===== src/rtl/prio_enc_arb.sv =====
`default_nettype none
`timescale 1ns/1ps
//------------------------------------------------------------------------------
// prio_enc_arb : registered priority encoder / arbiter (fixed or round-robin)
//                with valid/ready result hold and an empty-sample pulse.
// Revision     : 1.0
//------------------------------------------------------------------------------
module prio_enc_arb #(
  parameter int WIDTH = 8,
  parameter int MODE  = 0,
  parameter int IDXW  = $clog2(WIDTH)
) (
  input  logic             clk,
  input  logic             rst,
  input  logic             en,
  input  logic [WIDTH-1:0] req,
  input  logic             out_ready,
  output logic             out_valid,
  output logic [IDXW-1:0]  out_idx,
  output logic [WIDTH-1:0] out_onehot,
  output logic             none
);

  typedef enum logic [0:0] {
    IDLE = 1'b0,
    HOLD = 1'b1
  } state_t;

  state_t           r_state;
  logic [IDXW-1:0]  r_ptr;
  logic [IDXW-1:0]  w_ptr_inc;
  logic [IDXW-1:0]  w_ptr_eff;
  logic [IDXW-1:0]  w_win;
  logic [WIDTH-1:0] w_onehot;
  logic             w_any;
  logic             w_accept;

  assign w_any     = |req;
  assign w_accept  = out_valid & out_ready;
  assign w_ptr_inc = (out_idx == IDXW'(WIDTH - 1)) ? '0 : out_idx + IDXW'(1);
  // A back-to-back grant must already see the pointer advanced past the result being accepted
  assign w_ptr_eff = ((MODE != 0) && w_accept) ? w_ptr_inc : r_ptr;
  assign w_onehot  = WIDTH'(1) << w_win;

  always_comb begin
    w_win = '0;
    if (MODE == 0) begin
      for (int i = 0; i < WIDTH; i++)
        if (req[i]) w_win = IDXW'(i);
    end else begin
      // First pass leaves the lowest set index (wrap fallback); second overrides with lowest >= ptr
      for (int i = WIDTH - 1; i >= 0; i--)
        if (req[i]) w_win = IDXW'(i);
      for (int i = WIDTH - 1; i >= 0; i--)
        if (req[i] && (IDXW'(i) >= w_ptr_eff)) w_win = IDXW'(i);
    end
  end

  always_ff @(posedge clk or posedge rst) begin
    if (rst) begin
      r_state    <= IDLE;
      r_ptr      <= '0;
      out_valid  <= 1'b0;
      out_idx    <= '0;
      out_onehot <= '0;
      none       <= 1'b0;
    end else begin
      none <= 1'b0;
      case (r_state)
        IDLE: begin
          if (en) begin
            if (w_any) begin
              out_idx    <= w_win;
              out_onehot <= w_onehot;
              out_valid  <= 1'b1;
              r_state    <= HOLD;
            end else begin
              none <= 1'b1;
            end
          end
        end
        HOLD: begin
          if (out_ready) begin
            if (MODE != 0) r_ptr <= w_ptr_inc;
            if (en && w_any) begin
              out_idx    <= w_win;
              out_onehot <= w_onehot;
            end else begin
              out_valid <= 1'b0;
              r_state   <= IDLE;
              none      <= en & ~w_any;
            end
          end
        end
        default: begin
          out_valid <= 1'b0;
          r_state   <= IDLE;
        end
      endcase
    end
  end

endmodule
`default_nettype wire


===== config.mk =====
export PLATFORM = sky130hd
export DESIGN_NAME = prio_enc_arb
export DESIGN_NICKNAME = d
export VERILOG_FILES = /design/src/rtl/prio_enc_arb.sv
export SDC_FILE = /design/constraint.sdc
export NUM_CORES = 1
export LEC_CHECK = 0
export ABC_AREA = 1
export BUFFER_PORTS_ARGS = -buffer_cell sky130_fd_sc_hd__clkbuf_2
export CAP_MARGIN = 20
export CORE_UTILIZATION = 45
export CTS_CLUSTER_DIAMETER = 200
export DETAILED_ROUTE_END_ITERATION = 6
export PLACE_DENSITY = 0.74
export SLEW_MARGIN = 10
export SYNTH_ARGS = -nofsm -noshare
export SYNTH_HDL_FRONTEND = slang
export SYNTH_SLANG_ARGS = --single-unit

===== constraint.sdc =====
create_clock -name clk -period 2.4 [get_ports clk]
set_clock_uncertainty 0.1 [all_clocks]
set_input_delay 0.24 -clock clk [delete_from_list [all_inputs] [get_ports clk]]
set_output_delay 0.24 -clock clk [all_outputs]
set_load 0.03 [all_outputs]

==> impl_results.md <==
* Minimum clock period at about 1.3 ns
* P_leak at between 0.5 and 0.6 nW
* RR Startpoint: r_state
* DR vias/cell at around 5
* DRT iter0 DRCs at 7
* Hold_buf cts at 1
* Root buf cell: clkbuf_4
* CTS Sinks at 14
* Die area at 0.00167 sq mm
* I/O Buffers at 24
* Crit. End Element: flop
* Worst path cell trace: a21oi_2, inv_1, nor2_1, nand4_1, nand2_1
* Setup TNS Final at 0 ns
* Power density over cell area at 655 mW/mm^2
* CTS tree: built
* Worst path max stage delay at about 0.40 ns
* Top-area cell type share of the netlist area at 0.514
* I/O Pins at 25
* Hold endpoint: r_state
* CP Max Fanout at 4
* R2R cell count at 5
* # rows at 13
* MaxCap Viol Count at 0
* Area delta synth->final at 24.2%
* Final core utilization at 0.627
* Final wirelength at about 1300 um
* Residual DRC at 0
* R2R Setup Slk at between 1 and 1.5 ns
* Synthesized area at 682 sq um
* Synth Instances at between 80 and 90
* Final Total Pwr at roughly 0.55 mW
* Clock tree buffer depth at 2
* RSZ-0062 raised after global routing: no
* Routed length per placed instance at about 11 um
* Via Count at about 620
* CTS resizes at 0
* Synth unique cells at 16
* Final worst path period share at 0.552
* Tightest Pin Transition at around 0.52 ns
* Setup Fix Bufs, Post-CTS at 0
* Synth Register Bits at 14
* Synthesis Warnings at 0
* Die Span Y at 40.9 um
* Area occupied by multi-input gates at 259 sq um
* Drt first pass iters at 4
* Worst R2R End: out_onehot[6]
* First-pass GRT wire length at approximately 2000 um
* Core ar. at 0.00135 sq mm
* RD Place Congestion at roughly 0.81
* Dominant cell type by area after synthesis: dfrtp_1
* Kind of critical path: reg -> reg
* Worst path top cell family by delay: simple AND/OR/NAND/NOR gates
* GRT overflow at 0
* Number of diodes at 0
* WHS Path Cells at 2
* Max rail drop VDD at just under 0.3 mV
* Routed Antenna Nets at 0
* Fraction of layout cells with a size suffix above 1 at 0.333
* Largest net degree at the start of global routing at 15
* FF/Latch Area at about 350 sq um
* Layout filler cell count at about 130
* Worst-Skew Late Latency at around 0.28 ns
* Slowest-stage cell, CP: dfrtp_1
* Mean Syn Cell Area at a little over 8 sq um
* Register area share after synthesis at 0.514
* H-tree depth at 1
* Nets at about 120
* Worst slew margin at 0.650
* Setup violations, final at 0
* Status: finished, final reports clean
* Die span in x at 40.9 um
* Inserted Clock Buffers at 3
* Main area contributors after synthesis: dfrtp_1 (51%), nand2_1 (14%), inv_1 (6.6%)
* Critical path buffers and inverters at 1
* Initial Utilization at 0.505
* Critical path required time at between 2 and 3 ns
* Vias in the first global route at 510
* Initial antenna violation count at 0
* Worst hold path class: in -> reg
* Worst path arrival time at between 1 and 1.5 ns
* Overall routing resource usage at 0.189
* Syn_nets at 95
* Hpwl dp at slightly above 1000 um
* Reg clk slew, reported paths at roughly 0.09 ns
* Fmax at approximately 750 MHz
* CP Launch Type: flop
* Final hold vios at 0
* Fin. max-slew vios at 0
* Worst hold start: out_ready
==> where the power goes <==
part / total, mW / switching [mW] / internal [mW]
Clock: 0.172 / 0.0793 / 0.0924
Combinational: 0.118 / 0.0828 / 0.0348
Sequential: 0.266 / 0.0113 / 0.254
==> area by class of cell <==
| cell class | instances | area share |
|---|---|---|
| Sequential cell | 14 | 0.414 |
| Multi-Input combinational cell | 54 | 0.306 |
| Timing Repair Buffer | 25 | 0.154 |
| Inverter | 14 | 0.0620 |
| Clock buffer | 4 | 0.0428 |
| Tap cell | 15 | 0.0222 |
==> metal layers <==
metal	vias up	wire length, um	global-route usage
met1	267	634	0.241
met2	30	572	0.285
met4	0	71	0.158
li1	315	-	-
met5	-	0	0
met3	11	58	0.0163
==> flip-flops by register name, indices dropped and copies added (netlist names) <==
signal / flops
none: 1
out_idx: 3
out_onehot: 8
out_valid: 1
r_state: 1
==> cell usage after synthesis <==
| master | number |
|---|---|
| nand4_1 | 4 |
| inv_1 | 12 |
| inv_2 | 2 |
| a21oi_2 | 1 |
| dfrtp_1 | 14 |
| nor2_1 | 7 |
| o211ai_1 | 1 |
| nand2_4 | 1 |
| o21ai_1 | 1 |
| nor3_2 | 1 |
| o21ai_0 | 3 |
| nand2_1 | 25 |
| nand3_1 | 5 |
| nand2_2 | 4 |
| o22ai_1 | 1 |
| buf_12 | 1 |
==> cell usage in the layout (no fill, tap or decap) <==
cell / n
a21oi_2: 1
clkbuf_2: 24
clkbuf_4: 3
clkbuf_8: 1
dfrtp_1: 14
dlygate4sd3_1: 1
inv_1: 12
inv_2: 2
nand2_1: 25
nand2_2: 4
nand2_4: 1
nand3_1: 5
nand4_1: 4
nor2_1: 7
nor3_2: 1
o211ai_1: 1
o21ai_0: 3
o21ai_1: 1
o22ai_1: 1
==> stage by stage <==
step,worst slack [ns],area (sq um),instances,hold WS [ns]
after floorplan,1.25,682,83,0.0292
after global placement,1.08,801,121,0.181
after detailed placement,1.06,801,121,0.191
after CTS,1.08,847,126,0.0572
after global routing,0.987,847,126,0.0538
final,1.08,847,126,0.0598
==> logic make-up (layout without fill, tap and decap cells) <==
family                 after synthesis  after routing  share of synthesized area
AND/OR/NAND/NOR                     47             47                      0.317
AO/OA/AOI/OAI                        7              7                     0.0624
buffers and inverters               15             43                      0.106
flip-flops                          14             14                      0.514
==> worst max-delay path by stage <==
stage	slack (ns)	depth (start not counted)	start	endpoint
3_3_place_gp	1.08	7	req[2]	out_idx[1]
5_1_grt	0.99	5	r_state	out_onehot[6]
6_report	1.08	5	r_state	out_onehot[6]
3_5_place_dp	1.06	7	req[7]	out_onehot[6]
4_1_cts	1.08	5	r_state	out_onehot[6]
2_1_floorplan	1.25	7	req[5]	out_onehot[7]
Note: power is estimated with default switching activity, not from simulation.
